--- src/rtl/filtro_secuenciador_if.sv ---
// Control bundle between the sample-rate timer, the biquad sequencer and the
// register/MUX/MAC datapath. The sequencer sits on the slave side.
interface filtro_secuenciador_if;
  logic       start;
  logic       en1;
  logic       en2;
  logic       en3;
  logic       en4;
  logic       en5;
  logic       en6;
  logic       en7;
  logic [2:0] selmuxS;
  logic [1:0] selmuxC;
  logic [2:0] selmuxZ;
  logic       busy;
  logic       done;
  logic       overrun;

  modport master (
    output start,
    input  en1, en2, en3, en4, en5, en6, en7,
    input  selmuxS, selmuxC, selmuxZ,
    input  busy, done, overrun
  );

  modport slave (
    input  start,
    output en1, en2, en3, en4, en5, en6, en7,
    output selmuxS, selmuxC, selmuxZ,
    output busy, done, overrun
  );
endinterface

--- src/rtl/filtro_secuenciador.sv ---
// Microprogram sequencer for the high-pass biquad: per start strobe it shifts
// the delay line, runs five MAC steps, then pulses done for one cycle.
module filtro_secuenciador #(
  parameter int unsigned ARIT_LAT = 1
) (
  input  logic                  clk,
  input  logic                  reset,
  filtro_secuenciador_if.slave  bus
);

  typedef enum logic [1:0] {
    IDLE  = 2'd0,
    SHIFT = 2'd1,
    MAC   = 2'd2,
    DONE  = 2'd3
  } state_t;

  localparam logic [2:0] LAT_LAST = 3'(ARIT_LAT);
  localparam logic [2:0] STEP_LAST = 3'd4;

  state_t     state_q, state_d;
  logic [2:0] step_q, step_d;
  logic [2:0] lat_q, lat_d;
  logic       overrun_q, overrun_d;

  logic [6:0] enVec;
  logic [6:0] stepDest;
  logic [2:0] selS;
  logic [1:0] selC;
  logic [2:0] selZ;
  logic       stepLast;

  always_ff @(posedge clk or negedge reset) begin
    if (!reset) begin
      state_q   <= IDLE;
      step_q    <= 3'd0;
      lat_q     <= 3'd0;
      overrun_q <= 1'b0;
    end else begin
      state_q   <= state_d;
      step_q    <= step_d;
      lat_q     <= lat_d;
      overrun_q <= overrun_d;
    end
  end

  // Selects stay fixed for the whole step; the destination register is only
  // enabled in the step's final cycle, once the MAC result has settled.
  always_comb begin
    state_d   = state_q;
    step_d    = step_q;
    lat_d     = lat_q;
    enVec     = 7'd0;
    stepDest  = 7'd0;
    selS      = 3'd0;
    selC      = 2'd0;
    selZ      = 3'd0;
    stepLast  = (lat_q == LAT_LAST);
    overrun_d = overrun_q | (bus.start & (state_q != IDLE));

    unique case (state_q)
      IDLE: begin
        if (bus.start) begin
          state_d = SHIFT;
        end
      end

      SHIFT: begin
        enVec[2] = 1'b1;
        enVec[3] = 1'b1;
        state_d  = MAC;
        step_d   = 3'd0;
        lat_d    = 3'd0;
      end

      MAC: begin
        case (step_q)
          3'd0: begin selS = 3'd1; selC = 2'd0; selZ = 3'd0; stepDest = 7'b0010000; end
          3'd1: begin selS = 3'd2; selC = 2'd1; selZ = 3'd1; stepDest = 7'b0000010; end
          3'd2: begin selS = 3'd0; selC = 2'd2; selZ = 3'd4; stepDest = 7'b0100000; end
          3'd3: begin selS = 3'd1; selC = 2'd3; selZ = 3'd2; stepDest = 7'b1000000; end
          3'd4: begin selS = 3'd2; selC = 2'd2; selZ = 3'd3; stepDest = 7'b0000001; end
          default: begin stepDest = 7'd0; end
        endcase

        if (stepLast) begin
          enVec = stepDest;
          lat_d = 3'd0;
          if (step_q == STEP_LAST) begin
            state_d = DONE;
            step_d  = 3'd0;
          end else begin
            step_d = step_q + 3'd1;
          end
        end else begin
          lat_d = lat_q + 3'd1;
        end
      end

      DONE: begin
        state_d = IDLE;
      end

      default: begin
        state_d = IDLE;
      end
    endcase
  end

  assign bus.en1     = enVec[0];
  assign bus.en2     = enVec[1];
  assign bus.en3     = enVec[2];
  assign bus.en4     = enVec[3];
  assign bus.en5     = enVec[4];
  assign bus.en6     = enVec[5];
  assign bus.en7     = enVec[6];
  assign bus.selmuxS = selS;
  assign bus.selmuxC = selC;
  assign bus.selmuxZ = selZ;
  assign bus.busy    = (state_q != IDLE);
  assign bus.done    = (state_q == DONE);
  assign bus.overrun = overrun_q;

endmodule

--- src/flat_wrapper.sv ---
// flat-port wrapper written by rule: the top's interface ports become plain ports
module filtro_secuenciador_flat 
#(
  parameter int unsigned ARIT_LAT = 1
)
  (clk, reset, bus_start, bus_en1, bus_en2, bus_en3, bus_en4, bus_en5, bus_en6, bus_en7, bus_selmuxS, bus_selmuxC, bus_selmuxZ, bus_busy, bus_done, bus_overrun);
  filtro_secuenciador_if bus_i ();
  input  logic clk;
  input  logic reset;
  input wire logic [$bits(bus_i.start)-1:0] bus_start;
  output wire logic [$bits(bus_i.en1)-1:0] bus_en1;
  output wire logic [$bits(bus_i.en2)-1:0] bus_en2;
  output wire logic [$bits(bus_i.en3)-1:0] bus_en3;
  output wire logic [$bits(bus_i.en4)-1:0] bus_en4;
  output wire logic [$bits(bus_i.en5)-1:0] bus_en5;
  output wire logic [$bits(bus_i.en6)-1:0] bus_en6;
  output wire logic [$bits(bus_i.en7)-1:0] bus_en7;
  output wire logic [$bits(bus_i.selmuxS)-1:0] bus_selmuxS;
  output wire logic [$bits(bus_i.selmuxC)-1:0] bus_selmuxC;
  output wire logic [$bits(bus_i.selmuxZ)-1:0] bus_selmuxZ;
  output wire logic [$bits(bus_i.busy)-1:0] bus_busy;
  output wire logic [$bits(bus_i.done)-1:0] bus_done;
  output wire logic [$bits(bus_i.overrun)-1:0] bus_overrun;
  assign bus_i.start = bus_start;
  assign bus_en1 = bus_i.en1;
  assign bus_en2 = bus_i.en2;
  assign bus_en3 = bus_i.en3;
  assign bus_en4 = bus_i.en4;
  assign bus_en5 = bus_i.en5;
  assign bus_en6 = bus_i.en6;
  assign bus_en7 = bus_i.en7;
  assign bus_selmuxS = bus_i.selmuxS;
  assign bus_selmuxC = bus_i.selmuxC;
  assign bus_selmuxZ = bus_i.selmuxZ;
  assign bus_busy = bus_i.busy;
  assign bus_done = bus_i.done;
  assign bus_overrun = bus_i.overrun;
  filtro_secuenciador #(.ARIT_LAT(ARIT_LAT)) u_core (.clk(clk), .reset(reset), .bus(bus_i));
endmodule
--- config.mk ---
export PLATFORM = sky130hd
export DESIGN_NAME = filtro_secuenciador_flat
export DESIGN_NICKNAME = d
export VERILOG_FILES = /design/src/rtl/filtro_secuenciador_if.sv /design/src/rtl/filtro_secuenciador.sv /design/src/flat_wrapper.sv
export SDC_FILE = /design/constraint.sdc
export NUM_CORES = 1
export LEC_CHECK = 0
export BUFFER_PORTS_ARGS = -buffer_cell sky130_fd_sc_hd__buf_2
export CAP_MARGIN = 40
export CELL_PAD_IN_SITES_DETAIL_PLACEMENT = 0
export CELL_PAD_IN_SITES_GLOBAL_PLACEMENT = 1
export CORE_MARGIN = 2
export CORE_UTILIZATION = 37
export CTS_CLUSTER_DIAMETER = 50
export DETAILED_ROUTE_END_ITERATION = 10
export GPL_ROUTABILITY_DRIVEN = 1
export PLACE_DENSITY_LB_ADDON = 0.1
export RECOVER_POWER = 100
export SYNTH_ARGS = -nofsm -noshare
export SYNTH_HDL_FRONTEND = slang
export SYNTH_SLANG_ARGS = --single-unit
--- constraint.sdc ---
create_clock -name clk -period 2 [get_ports clk]
set_clock_uncertainty 0.15 [all_clocks]
set_input_delay 0.5 -clock clk [delete_from_list [all_inputs] [get_ports clk]]
set_output_delay 0.5 -clock clk [all_outputs]
set_load 0.005 [all_outputs]
# --- Word-level counts from Yosys, hierarchy flattened ---
# Index checks and enable logic that the tools add are counted.
op_classes:
  n_addsub: 2
  n_eq_ne: 11
  muxes: 20
  bitwise: 2
  n_reduce_logical: 9
op_table:
  columns: ["op", "count"]
  rows:
  - ["7-bit case mux with 5 select lines", 1]
  - ["3-bit 2-to-1 mux", 6]
  - ["3-bit case mux with 2 select lines", 2]
  - ["3-bit case mux with 4 select lines", 1]
  - ["2-bit 2-to-1 mux", 5]
  - ["2-bit case mux with 2 select lines", 2]
  - ["2-bit case mux with 4 select lines", 1]
  - ["7-bit 2-to-1 mux", 1]
  - ["3-bit by 1-bit adder with 3-bit output (second input constant)", 2]
  - ["3-bit by 1-bit == test with 1-bit output (second input constant)", 2]
  - ["3-bit by 2-bit == test with 1-bit output (second input constant)", 2]
  - ["2-bit case mux with 3 select lines", 1]
  - ["2-bit OR reduction", 3]
  - ["2-bit == test (second input constant)", 2]
  - ["2-bit by 1-bit != test with 1-bit output (second input constant)", 2]
  - ["2-bit nonzero test", 2]
  - ["3-bit == test (second input constant)", 1]
  - ["3-bit zero test", 1]
  - ["3-bit AND reduction", 1]
  - ["2-bit by 1-bit == test with 1-bit output (second input constant)", 1]
  - ["2-bit zero test", 1]
  - ["2-bit != test (second input constant)", 1]
  - ["2-bit AND reduction", 1]
  - ["1-bit bitwise AND", 1]
  - ["1-bit bitwise OR", 1]
word_totals:
  register_bits: 9
  in_bits: 3
  output_inout_bits: 18
  elab_cells: 48

# --- Logic depth before layout (Yosys ltp) ---
depth:
  word_depth: 4
  ltp_mapped: 6
  ltp_nobuf: 5

# --- Worst setup path after synthesis ---
# Ideal clock, no wire load.
synth_path:
  kind: "register to output"
  from: "register u_core.state_q[0]"
  to: "output bus_en6"
  arrival_ps: 1205
  required_ps: 1350
  slack_ps: 145
  stages_incl_launch_ff: 6
  n_path_buf: 1
  path_cell_list: "dfrtp_1 inv_1 ha_1 buf_2 nand2_1 nor3b_1"
synth_via:
  elab_chain_cells: 2
synth_lines:
  columns: ["element", "line", "text"]
  rows:
  - ["from (decl)", "filtro_secuenciador.sv:21", "state_t state_q, state_d;"]
  - ["from (signal assigned)", "filtro_secuenciador.sv:40", "state_q <= state_d;"]
  - ["2-bit == test", "filtro_secuenciador.sv:61", "unique case (state_q)"]
  - ["3-bit 2-to-1 mux", "filtro_secuenciador.sv:61", null]
  - ["to (decl)", "flat_wrapper.sv:16", "output wire logic [$bits(bus_i.en6)-1:0] bus_en6;"]
# Every way passes these cells.

# --- Worst setup path after layout ---
layout_path:
  from: "register u_core.step_q[0]"
  to: "output bus_en7"
layout_via:
  elab_chain_cells: 4
  elab_cells_between_ends: 8
  classes_between: "eq/ne (4); mux (3); reduce/logical (1)"
layout_lines:
  columns: ["element", "line", "text"]
  rows:
  - ["from (decl)", "filtro_secuenciador.sv:22", "logic [2:0] step_q, step_d;"]
  - ["from (signal assigned)", "filtro_secuenciador.sv:41", "step_q <= step_d;"]
  - ["3-bit == test, or another cell as far along", "filtro_secuenciador.sv:77", "case (step_q)"]
  - ["7-bit case mux with 5 select lines (*)", "filtro_secuenciador.sv:77", null]
  - ["7-bit 2-to-1 mux (*)", "filtro_secuenciador.sv:86", "if (stepLast) begin"]
  - ["3-bit 2-to-1 mux (*)", "filtro_secuenciador.sv:61", null]
  - ["to (decl)", "flat_wrapper.sv:17", "output wire logic [$bits(bus_i.en7)-1:0] bus_en7;"]
# Every way passes the cells marked *; elsewhere a longest branch is shown, timed or not.

==> flow_results.org <==
** Logic synthesis
- For this run, the number of Yosys warnings is 0.
- EDFF count, synth :: 0
- Sorting the synthesized cells by area gives the leading types as sky130_fd_sc_hd__dfrtp_1 30%, sky130_fd_sc_hd__ha_1 16%, sky130_fd_sc_hd__a21boi_0 6.9%, sky130_fd_sc_hd__inv_1 5.4%, sky130_fd_sc_hd__o21ai_0 4.6%.
- Synth Net Count :: 98
- Area of the mapped netlist :: 762.0 um2
- Part of the Yosys area used for sequential elements :: 0.2956
- The cell count after synthesis came out at 85.
- Of the post-synthesis cell area, the dominant cell type holds 0.2956.
- Number of distinct library cells after synthesis :: 35
- The synthesized design contains 9 register bits.
- In the synthesized netlist, the cells that appear most often are 11 x sky130_fd_sc_hd__inv_1, 10 x sky130_fd_sc_hd__ha_1, 9 x sky130_fd_sc_hd__dfrtp_1, 7 x sky130_fd_sc_hd__a21boi_0, 7 x sky130_fd_sc_hd__o21ai_0.
- Largest area contributor in the synthesized netlist :: sky130_fd_sc_hd__dfrtp_1
- A synthesized cell averages 8.964 um2.
- In the synthesized netlist the dominant register cell turns out to be sky130_fd_sc_hd__dfrtp_1.
- Share of flip-flops with an asynchronous set or reset after synthesis :: 1.000
- By instance count, the leading cell after synthesis is sky130_fd_sc_hd__inv_1.

** Clock network
- After clock tree synthesis, the clock-pin slew on the worst setup and hold paths is 70 ps.
- Insertion delay to the later sink of the worst-skew pair :: 250 ps
- TritonCTS built the clock tree.
- Buffers inserted during clock tree synthesis total 3.
- Clock Tree Root :: sky130_fd_sc_hd__clkbuf_4
- Counting along the longest clock path gives a buffer depth of 2.
- H-tree lvl count :: 1
- CTS saw 9 sinks.

** Finish
- Relative to the synthesized area, the layout overhead comes to 52.71%.
- # nets final :: 139
- Finished Core Util :: 0.5931
- After routing the design area is 1164 um2.
- Layout cell share with drive strength beyond 1 :: 0.5680
- Antenna cells :: 0

** Floorplanning
- From left edge to right edge, the die measures 49.38 um.
- In this run the standard cell core region covers 1962 um2.
- Number of rows in the core area :: 16
- Die Y :: 49.38 um
- For this configuration, the core starts out at a cell density of 0.3884.
- The floorplan step defined a die boundary enclosing 2438 um2.
- Number of top-level pins :: 21

** Power
- Summed over all cells, the static leakage comes to 0.0005495 uW.
- Power share of the clock group :: 0.108
- Proportion of total power due to net switching :: 0.4263
- Maximum ir drop on the vdd rail :: 0.7253 mV
- Of the total power, registers draw 0.227.
- The analysis attributes to net switching a power of 556.0 uW.
- Power spread over the standard cell area amounts to 1121 nW/um2.
- Int Power :: 748.3 uW
- Comb power frac :: 0.665
- Total power for the finished layout comes to 1304 uW.

** Timing
- The routed design could run at a clock period as short as 2239 ps.
- Crit share post-route :: 1.119
- Transition time of the tightest slew-check pin :: 510.6 ps
- The tightest hold path in the finished design has a slack of 302.1 ps.
- Number of max-slew violations in the final report :: 0
- Measured against its own limit, the worst slew margin works out to 0.6596.
- The final count of hold timing violations was 0.
- After layout, the worst setup slack is -238.7 ps.
- For this run, the top clock speed supported by timing is 446.7 MHz.
- RSZ-0062 raised after global routing :: true
- Final Setup Violations :: 10

** Critical path
- Kind of critical path :: flip-flop to output port
- For the worst setup path, the data arrival time is 1590 ps.
- STA classifies the critical path endpoint as an output port.
- Along the worst path, the maximum fanout reaches 4.
- Data required time at the worst endpoint :: 1350 ps
- Category of the worst setup path launch point :: flip-flop
- Slack of the worst reg-to-reg path :: 130 ps

** Route
- The final layout contains routed wiring with a total length of 1.961 mm.
- The first TritonRoute pass finished after 4 iterations.
- After detailed routing, the number of vias per cell comes to 4.868.
- Starting DRT DRC Count :: 11
- Number of vias after detailed routing :: 740
- In this run the remaining antenna-violating nets after routing total 0.
- Drt drc :: 0
- Routed wire per std cell :: 12.90 um

** Global route
- Wire length of the first global-routing pass :: 3.029 mm
- Largest net degree at the start of global routing :: 15
- Across every metal layer, demand over resource in global routing totals 0.1574.
- The number of antenna violations at the first check in global routing came to 0.
- Via count of the first global-routing pass :: 697
- The total overflow left after global routing is 0.

** Placed design
- Count of buffers from port buffering :: 19
- Placed standard-cell area :: 912.1 um2
- The congestion estimate from routability-driven global placement came to 0.7726.
- The wire-length estimate of the detail-placed layout is 1.271 mm.

** Outcome
- The run finished, with violations left.
- The final reports fail on negative setup slack.

** Min path
- Hold Crit Class :: flip-flop to flip-flop

** Run
- Across the run, the number of max-cap violations was 0.
## cell type report
type                            count  area [um2]
Fill cell                         196       798.3
Multi-Input combinational cell     61       576.8
Timing Repair Buffer               40       255.2
Sequential cell                     9       230.2
Inverter                           11       41.29
Tap cell                           27       33.78
Clock buffer                        4       26.28
## layout by cell type, fill, tap and decap left out, types with 2 or more instances in the layout
| cell | instances |
|---|---|
| sky130_fd_sc_hd__a21boi_0 | 2 |
| sky130_fd_sc_hd__a21boi_2 | 4 |
| sky130_fd_sc_hd__a21oi_2 | 2 |
| sky130_fd_sc_hd__a31o_2 | 2 |
| sky130_fd_sc_hd__buf_2 | 17 |
| sky130_fd_sc_hd__buf_4 | 15 |
| sky130_fd_sc_hd__buf_6 | 2 |
| sky130_fd_sc_hd__clkbuf_1 | 3 |
| sky130_fd_sc_hd__clkbuf_2 | 2 |
| sky130_fd_sc_hd__clkbuf_4 | 4 |
| sky130_fd_sc_hd__dfrtp_1 | 5 |
| sky130_fd_sc_hd__dfrtp_2 | 4 |
| sky130_fd_sc_hd__ha_1 | 6 |
| sky130_fd_sc_hd__ha_4 | 4 |
| sky130_fd_sc_hd__inv_1 | 8 |
| sky130_fd_sc_hd__inv_2 | 3 |
| sky130_fd_sc_hd__nand2_1 | 3 |
| sky130_fd_sc_hd__nand2_4 | 2 |
| sky130_fd_sc_hd__nand2b_1 | 2 |
| sky130_fd_sc_hd__nor2_1 | 2 |
| sky130_fd_sc_hd__nor3_1 | 2 |
| sky130_fd_sc_hd__nor3b_2 | 2 |
| sky130_fd_sc_hd__o21ai_0 | 7 |
## registers in the layout, summed over array words and instances (netlist names)
name,count
u_core.state_q,2
u_core.bus.overrun,1
u_core.lat_q,3
u_core.step_q,3
## worst paths after layout
path                                               start                            to  cells after the start
min in group asynchronous                          reset   u_core.lat_q[0]$_DFFE_PN0P_                      2
setup / recovery            u_core.step_q[0]$_DFFE_PN0P_                       bus_en7                      6
max in group asynchronous                          reset  u_core.step_q[0]$_DFFE_PN0P_                      2
setup reg to reg           u_core.state_q[0]$_DFFE_PN0P_  u_core.step_q[0]$_DFFE_PN0P_                      7
hold reg to reg             u_core.bus.overrun$_DFF_PN0_  u_core.bus.overrun$_DFF_PN0_                      1
hold / removal              u_core.bus.overrun$_DFF_PN0_  u_core.bus.overrun$_DFF_PN0_                      1
## through the flow
stage	std cells	setup TNS [ps]	worst slack, ps
6_report	152	-1019	-238.7
2_1_floorplan	85	0	145.0
3_3_place_gp	133	0	28.20
5_1_grt	152	-1938	-292.2
3_5_place_dp	133	-16.30	-16.30
4_1_cts	145	-697.0	-210.5
## power groups by stage
stage                     logic, uW  clock network, uW  registers (uW)
after floorplan                 453                  0             269
final                           867                141             296
after CTS                       738                143             277
after global routing            970                154             302
after detailed placement        665                  0             279
after global placement          662                  0             279
## cell families (layout without fill, tap and decap cells)
| kind of cell | count (synthesis) | in the layout | synth area share |
|---|---|---|---|
| buffers and inverters | 15 | 55 | 0.08537 |
| and+or+nand+nor | 25 | 25 | 0.2184 |
| adders and majority gates | 10 | 10 | 0.1642 |
| DFF | 9 | 9 | 0.2956 |
| AOI/OAI and AO/OA | 25 | 25 | 0.2315 |
| other | 1 | 1 | 0.004921 |
## critical path, stage by stage (launching register included)
cell	delay, ps
sky130_fd_sc_hd__dfrtp_2	420
sky130_fd_sc_hd__inv_2	80
sky130_fd_sc_hd__ha_4	160
sky130_fd_sc_hd__or3_1	360
sky130_fd_sc_hd__a21oi_2	140
sky130_fd_sc_hd__nor3_1	50
sky130_fd_sc_hd__buf_2	120
## timing repair
item | 4_1_cts | 5_1_grt
pin swaps | 2 | 6
setup buffers | 7 | 7
hold buffers | 1 | 0
resized for setup | 13 | 25
endpoints found under the setup margin | 12 | 12
hold endpoints to repair | 9 | 0
## metal layers
layer	GRT usage	share of wire	wire length, um
met1	0.1985	0.41	808
met2	0.2725	0.55	1069
met5	0	0	0
met4	0.04167	0.0092	18
met3	0.03067	0.033	65
No activity file was read; power rests on OpenSTA's default activity.
